<file path="config.mk">
export PLATFORM = sky130hd
export DESIGN_NAME = multicycle_controller
export DESIGN_NICKNAME = d
export VERILOG_FILES = /design/src/rtl/multicycle_controller.sv
export SDC_FILE = /design/constraint.sdc
export NUM_CORES = 1
export LEC_CHECK = 0
export ABC_AREA = 1
export CAP_MARGIN = 20
export CORE_ASPECT_RATIO = 1.25
export CORE_MARGIN = 4
export CORE_UTILIZATION = 35
export DETAILED_ROUTE_END_ITERATION = 8
export GPL_ROUTABILITY_DRIVEN = 1
export PLACE_DENSITY = 0.68
export SKIP_CTS_REPAIR_TIMING = 1
export SYNTH_ARGS = -nofsm -noshare
export SYNTH_HDL_FRONTEND = slang
export SYNTH_SLANG_ARGS = --single-unit
</file>
<file path="constraint.sdc">
create_clock -name clk -period 4.51 [get_ports clk]
set_clock_uncertainty 0.1 [all_clocks]
set_input_delay 0.6765 -clock clk [delete_from_list [all_inputs] [get_ports clk]]
set_output_delay 0.6765 -clock clk [all_outputs]
set_load 0.01 [all_outputs]
</file>
<file path="src/rtl/multicycle_controller.sv">
// rtl/multicycle_controller.sv - multicycle stage sequencer, PC and writeback register
// Optional halt-on-decode-error: define MULTICYCLE_CONTROLLER_HALT_ON_ERROR_EN.
module multicycle_controller #(
    parameter int               NUM_STAGES = 4,
    parameter int               XLEN       = 32,
    parameter logic [XLEN-1:0]  RESET_PC   = '0
) (
    input  logic                          clk,
    input  logic                          reset,
    input  logic                          stall_request,
    input  logic                          decoding_error,
    input  logic [XLEN-1:0]               new_pc,
    input  logic                          wb_rd_write_enabled,
    input  logic [4:0]                    wb_rd_index,
    input  logic [XLEN-1:0]               wb_rd_write_value,
    output logic                          stage_enable,
    output logic [$clog2(NUM_STAGES)-1:0] current_stage,
    output logic [XLEN-1:0]               program_counter,
    output logic                          rd_write_enabled,
    output logic [4:0]                    rd_index,
    output logic [XLEN-1:0]               rd_write_value,
    output logic                          halted,
    output logic [31:0]                   retired_count
);
    localparam int SW = $clog2(NUM_STAGES);
    localparam logic [SW-1:0] LAST_STAGE = SW'(NUM_STAGES - 1);

    logic last_stage;
    logic halt_now;
    logic commit;

    assign stage_enable = !stall_request && !halted && !reset;
    assign last_stage   = (current_stage == LAST_STAGE);

`ifdef MULTICYCLE_CONTROLLER_HALT_ON_ERROR_EN
    logic halted_q;
    assign halted   = halted_q;
    assign halt_now = stage_enable && last_stage && decoding_error;

    always_ff @(posedge clk) begin
        if (reset)
            halted_q <= 1'b0;
        else if (halt_now)
            halted_q <= 1'b1;
    end

    logic unused_bits;
    assign unused_bits = ^new_pc[1:0];
`else
    assign halted   = 1'b0;
    assign halt_now = 1'b0;

    logic unused_bits;
    assign unused_bits = ^{decoding_error, new_pc[1:0]};
`endif

    assign commit = stage_enable && last_stage && !halt_now;

    always_ff @(posedge clk) begin
        if (reset) begin
            current_stage    <= '0;
            program_counter  <= RESET_PC;
            rd_write_enabled <= 1'b0;
            rd_index         <= '0;
            rd_write_value   <= '0;
            retired_count    <= '0;
        end else begin
            // Write strobe is a single-cycle pulse, cleared on every non-commit edge.
            rd_write_enabled <= 1'b0;
            if (stage_enable && !halt_now)
                current_stage <= last_stage ? '0 : current_stage + 1'b1;
            if (commit) begin
                program_counter  <= {new_pc[XLEN-1:2], 2'b00};
                rd_write_enabled <= wb_rd_write_enabled && (wb_rd_index != 5'd0);
                rd_index         <= wb_rd_index;
                rd_write_value   <= wb_rd_write_value;
                retired_count    <= retired_count + 32'd1;
            end
        end
    end
endmodule

</file>
==> flow_summary.toml, run 1 <==
[place]
place.gp.congestion = 0.8932
hpwl_mm = 9.530
portBuffers = 173
pre_cts_slack_ps = 1429
placed_area_mm2 = 0.006126
dp.cells = 928

[grt]
grt-ovfl-total = 0
use_met3_pct = 2.891
grt_pass1_vias = 4297
met2_usage_pct = 32.05
grt_pass1_wl_mm = 20.58
top_usage_layer = "met2"
grt_usage_pct = 17.86
met1_usage_pct = 20.25
grt_max_degree = 89
antenna_found_initial = 0

[cts]
cts_buffers = 9
clk_latency_ps = 340
path_clk_slew_ps = 70
cts_root_buf = "clkbuf_16"
htree_levels = 3
cts_tree = "built"
clk_path_buf_depth = 2
clkSinkCount = 102

[synth]
syn-cell-area_mm2 = 0.004313
syn-instance-count = 615
yosys_warnings = 0
syn_avg_cell_area_um2 = 7.013
yosys.area.top_type_share_pct = 47.35
yosysSeqAreaShare_pct = 47.35
synth-edff-count = 0
yosys.area.top_type = "dfxtp_1"
synth_flop_cell = "dfxtp_1"
synth-seq-cells = 102
synth_area_leaders = "dfxtp_1 (47%), nand2_1 (18%), nand3_1 (12%)"
async_reset_ff_share_pct = 0
synthDistinctLibCells = 26

[layout]
register_area_mm2 = 0.002042
n_antenna_cell = 0
syn2layout_area_growth_pct = 48.56
final_common_cell = "nand2_1"
finalNonFillerCells = 944
num-fill-cells = 1190
drive_above_1_share_pct = 4.359
fin_area_mm2 = 0.006407
nets = 851
final_cell_mix = "nand2_1 (207), clkdlybuf4s50_1 (173), nand3_1 (103), dfxtp_1 (102), nor2_1 (64)"
multi_input_area_mm2 = 0.001936

[power_and_ir_drop]
netSwitchingFraction_pct = 23.18
finalPower_w = 0.001790
pwr_density_cell_mw_per_mm2 = 279.3
seqPwrFrac_pct = 51.3
ir_drop_mv = 0.1533
combPwrFrac_pct = 7.5
clockPowerShare_pct = 41.2
p_leak_nw = 2.665
internal_power_w = 0.001375
switchingPower_w = 0.0004150

[floorplan]
ios = 180
die_h_um = 132.1
core_mm2 = 0.01211
start_util_pct = 35.63
rows = 45
die_w_um = 107.3
die_area_mm2 = 0.01417

[route]
drcViolationCount = 0
drt-pass1-iter-count = 4
wire_per_inst_um = 13.78
viasPerCell = 4.763
postRouteAntennaNets = 0
vias = 4496
detail_route.wirelength_mm = 13.01
drt-initial-drc-count = 224

[timing]
max_slew_margin_pct = 38.34
worst_pin_slew_ps = 924.9
final_hold_viol_count = 0
worst_slack_ps = 1716
drv_slew = 0
tns_ps = 0
post-route-period-util_pct = 61.94
rsz0062_at_grt = "false"
max_freq_mhz = 358.0
setup_viol = 0
min_period_ps = 2794

[outcome]
status = "complete, no violations"

[worst_setup_path]
timing_worst_setup_path_type = "primary input to output port"
worstPathRequired_ps = 3730
crit_arrival_ps = 2020
r2r_start = "current_stage[0]"
cp-end-kind = "output port"
cp-startpoint = "reset"
worst-path-max-fanout = 15
startpoint_type = "primary input"

[hold_path]
hp-start = "rd_write_value[10]"
min-delay-path-class = "register to register"

[flow_run]
maxCapViolCount = 0
==> power groups by stage <==
stage               clock network, W  registers, W   logic, W
finish                      0.000738      0.000918   0.000134
global route                0.000790      0.000919   0.000144
CTS                         0.000761      0.000918   0.000135
detailed placement                 0      0.000939   0.000134
global placement                   0      0.000938   0.000133
floorplan                          0      0.000944  0.0000370
==> routing by layer <==
metal	up-vias	share of wire (%)
li1	2269	-
met1	2049	41
met2	149	50
met3	29	6.1
met4	0	3.1
met5	-	0
==> area by class of cell <==
cell class / instances / area share [%]
flip-flops and latches: 102 / 31.87
multi-input cells: 437 / 30.21
repair buffers: 177 / 27.49
clock buffers: 9 / 3.515
well taps: 164 / 3.203
inverters: 48 / 2.831
clock inverters: 7 / 0.8787
==> flip-flops by register name (all words and copies together), names as in the netlist <==
register and count:
rd_write_enabled 1, rd_index 5, program_counter 30, current_stage 2, rd_write_value 32, retired_count 32
==> stage by stage <==
step	hold WS [ps]	utilization (%)
global placement	352.7	50.60
detailed placement	356.5	50.60
CTS	366.5	52.93
floorplan	386.3	-
global route	382.0	52.93
finish	361.8	52.93
==> cells in the mapped netlist (2+ instances only) <==
cell type and count:
nor2_2 4, nand3_1 103, nand2_1 207, buf_4 4, dfxtp_1 102, ha_1 2
clkbuf_1 2, nor2_4 5, nand2_2 2, a211oi_1 2, o21ai_0 11, nor2_1 64
nand4_1 12, inv_1 47, buf_2 15, nor3_1 4, buf_6 2, buf_1 7
a21oi_1 13
==> cells by family (layout without fill, tap and decap cells) <==
family          Yosys count  after routing  share of synthesized area [%]
compound gates           28             28                          3.452
xor+xnor                  1              1                         0.2031
simple gates            403            403                          40.38
fa+ha+maj                 2              2                         0.5801
other cells               1              3                        0.08695
flops                   102            102                          47.35
buf+inv                  78            241                          7.949
==> critical path: stages <==
cell and delay, ps:
clkdlybuf4s50_1 400, buf_4 210, nor2_4 170, clkdlybuf4s50_1 560
==> path summary, 6_finish.rpt <==
| check | to | slack, ps | cells past startpoint |
|---|---|---|---|
| hold reg to reg | rd_write_value[10] | 360 | 2 |
| hold / removal | rd_write_value[10] | 360 | 2 |
| setup reg to reg | program_counter[24] | 2140 | 6 |
| setup / recovery | stage_enable | 1720 | 4 |
No activity file was read; power rests on OpenSTA's default activity.
==> inputs of run 2 (changes only) <==
- PLACE_DENSITY: 0.68 -> 0.7
- clock period: 4.51 -> 2.5 ns (I/O delays scaled with it)
==> run 2 against run 1 <==
Die area unchanged; critical path depth decreased by 1; via count decreased by 0.13%; combinational power is 85% higher; sequential power is 81% higher; core utilization grew 0.98 points; total power rose by 100%; clock power increased by 130%; clock-buffer cell count is 1 higher; global-route usage is 0.11 points lower; setup slack got worse by 1400 ps; hold slack gained 0.77 ps.
==> flow_summary.toml, run 2 (synthesis results as in run 1) <==
[grt]
grt_max_degree = 89
grt_pass1_wl_mm = 20.47
grt_usage_pct = 17.75
grt-ovfl-total = 0
grt_pass1_vias = 4223
antenna_found_initial = 0

[route]
viasPerCell = 4.751
vias = 4490
drcViolationCount = 0
drt-initial-drc-count = 227
drt-pass1-iter-count = 7
detail_route.wirelength_mm = 13.00
postRouteAntennaNets = 0
wire_per_inst_um = 13.76

[timing]
rsz0062_at_grt = "false"
timing.hold.ws_ps = 362.5
max_freq_mhz = 465.3
final_hold_viol_count = 0
drv_slew = 0
tns_ps = 0
min_period_ps = 2149
worst_slack_ps = 350.9
setup_viol = 0
post-route-period-util_pct = 85.96

[cts]
htree_levels = 3
cts_root_buf = "clkbuf_16"
path_clk_slew_ps = 70
clk_latency_ps = 340
cts_tree = "built"
clk_path_buf_depth = 2
clkSinkCount = 102
cts_buffers = 9

[layout]
multi_input_area_mm2 = 0.001936
syn2layout_area_growth_pct = 51.32
reg_top3 = "rd_write_value x32, retired_count x32, program_counter x30"
drive_above_1_share_pct = 4.353
final_common_cell = "nand2_1"
nets = 853
register_area_mm2 = 0.002042
num-fill-cells = 1166
finalNonFillerCells = 945
final_cell_mix = "nand2_1 (207), clkdlybuf4s50_1 (173), nand3_1 (103), dfxtp_1 (102), nor2_1 (64)"
n_antenna_cell = 0

[power_and_ir_drop]
netSwitchingFraction_pct = 19.74
ir_drop_mv = 0.2601
seqPwrFrac_pct = 46.2
internal_power_w = 0.002877
combPwrFrac_pct = 6.9
pwr_density_cell_mw_per_mm2 = 549.2
p_leak_nw = 2.715
switchingPower_w = 0.0007075
clockPowerShare_pct = 46.9

[worst_setup_path]
worst-path-max-fanout = 4
timing_worst_setup_path_type = "primary input to output port"
worstPathCellList = "clkdlybuf4s50_1 -> nor2_4 -> clkdlybuf4s50_1"
r2r_slack_ps = 640
timing.critical_path.mode_cell = "clkdlybuf4s50_1"
worstPathRequired_ps = 2030
cp_slowest_cell = "clkdlybuf4s50_1"
rr_endpoint = "retired_count[2]"
max_stage_delay_ps = 560
ff2ff_path_depth = 7
r2r_start = "current_stage[0]"
crit_arrival_ps = 1670
startpoint_type = "primary input"
cp-end-kind = "output port"

[floorplan]
start_util_pct = 35.63
core_mm2 = 0.01211
die_h_um = 132.1
die_w_um = 107.3
rows = 45
die_area_mm2 = 0.01417
ios = 180

[hold_path]
min-delay-path-class = "register to register"
min_delay_worst_endpoint = "rd_write_value[16]"
hp-start = "rd_write_value[16]"
hold_depth = 2

[place]
dp.cells = 930
hpwl_mm = 9.700
place.gp.congestion = 0.9592
portBuffers = 173
pre_cts_slack_ps = 317.1

[flow_run]
maxCapViolCount = 0

[outcome]
status = "complete, no violations"
==> run 2: cell count changes in the layout (fill, tap and decap cells not counted), sizes merged <==
cell | before | now
clkinv | 5 | 1
buf | 4 | 6
inv | 50 | 48
clkbuf | 9 | 10
bufinv | 0 | 4
==> run 2: critical path: cells and delay by family <==
family,cells,cell delay [ps]
buffers and inverters,2,1090
AND/OR/NAND/NOR,1,210
==> run 2: worst max-delay path by stage <==
stage	start	endpoint	slack, ps	cells past startpoint
after global placement	reset	retired_count[2]	310	8
final	reset	stage_enable	350	3
after CTS	reset	stage_enable	340	3
after global routing	reset	stage_enable	290	3
after floorplan	current_stage[0]	retired_count[29]	960	9
after detailed placement	reset	retired_count[2]	320	8
==> run 2: layout make-up <==
type	instances	share of cell area, %
repair buffers	179	27.61
flip-flops and latches	102	31.29
well taps	164	3.144
clock buffers	10	3.508
multi-input cells	437	29.66
clock inverters	5	2.013
inverters	48	2.780
==> run 2: metal layers <==
metal  track usage, %  vias to the layer above  part of all wire, %
met3            3.185                       18                  5.1
li1                 -                     2275                    -
met2            31.98                      160                   51
met1            20.42                     2037                   42
met5                0                        -                    0
met4            7.107                        0                  2.0
==> run 2: power by group through the flow <==
stage / Combinational, W / Clock [W] / Sequential (W)
after floorplan: 0.0000668 / 0 / 0.00170
after global placement: 0.000244 / 0 / 0.00169
after detailed placement: 0.000248 / 0 / 0.00169
after CTS: 0.000249 / 0.00173 / 0.00166
after global routing: 0.000263 / 0.00179 / 0.00166
final: 0.000248 / 0.00168 / 0.00166
==> run 2: per-stage QoR <==
step / util [%] / power (W) / instance area (um2)
detailed placement: 50.94 / 0.001941 / 6166
CTS: 53.91 / 0.003631 / 6526
global placement: 50.94 / 0.001937 / 6166
finish: 53.91 / 0.003584 / 6526
global route: 53.91 / 0.003713 / 6526
floorplan: - / 0.001769 / 4320
==> inputs of run 3 (changes only) <==
- CTS_CLUSTER_SIZE: default -> 25
- PLACE_DENSITY: 0.7 -> 0.72
==> run 3 against run 2 <==
Die area did not move; largest power group is now sequential cells; via count rose by 1.8%; critical endpoint unchanged; hold slack barely moved; critical path type unchanged; non-clock buffer count did not move; final cell count fell by 0.11%; highest routed layer unchanged; combinational power barely moved.
==> flow_summary.toml, run 3 (synthesis results as in run 1) <==
[timing]
post-route-period-util_pct = 87.04
min_period_ps = 2176
final_hold_viol_count = 0
drv_slew = 0
rsz0062_at_grt = "false"
tns_ps = 0
max_freq_mhz = 459.6
setup_viol = 0

[grt]
grt_pass1_wl_mm = 20.69
grt_usage_pct = 17.75
grt_pass1_vias = 4358
grt_max_degree = 89
grt-ovfl-total = 0
antenna_found_initial = 0

[place]
dp.cells = 930
portBuffers = 173
placed_area_mm2 = 0.006153
place.gp.congestion = 0.9299
hpwl_mm = 9.560

[layout]
drive_above_1_share_pct = 4.359
post-route-util_pct = 53.39
final_common_cell = "nand2_1"
reg_top3 = "rd_write_value x32, retired_count x32, program_counter x30"
multi_input_area_mm2 = 0.001936
n_antenna_cell = 0
register_area_mm2 = 0.002042
finalNonFillerCells = 944
fin_area_mm2 = 0.006462
syn2layout_area_growth_pct = 49.84
nets = 853
final_cell_mix = "nand2_1 (207), clkdlybuf4s50_1 (173), nand3_1 (103), dfxtp_1 (102), nor2_1 (64)"
num-fill-cells = 1142

[hold_path]
min-delay-path-class = "register to register"
min_delay_worst_endpoint = "program_counter[20]"
hp-start = "program_counter[20]"
hold_depth = 2

[floorplan]
die_h_um = 132.1
ios = 180
rows = 45
die_w_um = 107.3
die_area_mm2 = 0.01417
core_mm2 = 0.01211
start_util_pct = 35.63

[power_and_ir_drop]
netSwitchingFraction_pct = 21.10
internal_power_w = 0.002664
seqPwrFrac_pct = 49.1
finalPower_w = 0.003376
switchingPower_w = 0.0007123
combPwrFrac_pct = 7.3
ir_drop_mv = 0.2767
pwr_density_cell_mw_per_mm2 = 522.4
p_leak_nw = 2.681
clockPowerShare_pct = 43.6

[worst_setup_path]
cp-end-kind = "output port"
max_stage_delay_ps = 560
r2r_slack_ps = 600
crit_arrival_ps = 1700
ff2ff_path_depth = 7
r2r_start = "current_stage[0]"
worstPathRequired_ps = 2030
worstPathCellList = "clkdlybuf4s50_1 -> nor2_4 -> clkdlybuf4s50_1"
worst-path-max-fanout = 4
rr_endpoint = "retired_count[2]"
startpoint_type = "primary input"
worst-path-buf-inv = 2
critPathTopFamily = "buffers and inverters"
timing_worst_setup_path_type = "primary input to output port"
timing.critical_path.mode_cell = "clkdlybuf4s50_1"
cp_slowest_cell = "clkdlybuf4s50_1"

[cts]
path_clk_slew_ps = 70
clk_path_buf_depth = 2
cts_tree = "built"
cts_root_buf = "clkbuf_16"
htree_levels = 3
cts_buffers = 9
clk_latency_ps = 330
clkSinkCount = 102

[route]
drcViolationCount = 0
drt-pass1-iter-count = 4
vias = 4573
viasPerCell = 4.844
postRouteAntennaNets = 0
wire_per_inst_um = 13.74
detail_route.wirelength_mm = 12.97
drt-initial-drc-count = 326

[outcome]
status = "complete, no violations"

[flow_run]
maxCapViolCount = 0
## run 3: how the worst max path moves through the flow
stage | start | end | slack [ps] | cells after the start
2_1_floorplan | current_stage[0] | retired_count[29] | 960 | 9
3_3_place_gp | reset | rd_write_value[22] | 260 | 7
3_5_place_dp | reset | rd_write_value[22] | 250 | 7
4_1_cts | reset | stage_enable | 320 | 3
5_1_grt | reset | stage_enable | 300 | 3
6_report | reset | stage_enable | 320 | 3
## run 3: tightest hold or removal path: cells and delay by family (launching register included)
family / cells / cell delay [ps]
AND/OR/NAND/NOR: 2 / 110
flip-flops: 1 / 310
## run 3: metrics by stage
| stage | hold WS, ps | setup slack, ps |
|---|---|---|
| global placement | 351.8 | 264.6 |
| detailed placement | 356.3 | 249.9 |
| CTS | 366.4 | 324.6 |
| finish | 362.9 | 324.0 |
| global route | 382.8 | 302.8 |
| floorplan | 385.5 | 958.4 |
## run 3: cell type report
class                   instances  area share, %
flip-flops and latches        102          31.60
clock buffers                   9          3.485
repair buffers                179          27.69
clock inverters                 5          1.297
inverters                      48          2.807
well taps                     164          3.175
multi-input cells             437          29.95
## run 3: layer usage
layer | global-route usage (%) | up-vias | part of all wire (%)
met5 | 0 | - | 0
met4 | 7.392 | 0 | 2.3
met3 | 3.038 | 22 | 6.4
li1 | - | 2280 | -
met1 | 20.91 | 2095 | 41
met2 | 31.38 | 176 | 50
## run 3: power groups by stage
stage                logic, W  registers [W]  clock network, W
global route         0.000263        0.00166           0.00157
finish               0.000247        0.00166           0.00147
CTS                  0.000249        0.00166           0.00151
detailed placement   0.000247        0.00169                 0
floorplan           0.0000668        0.00170                 0
global placement     0.000245        0.00169                 0
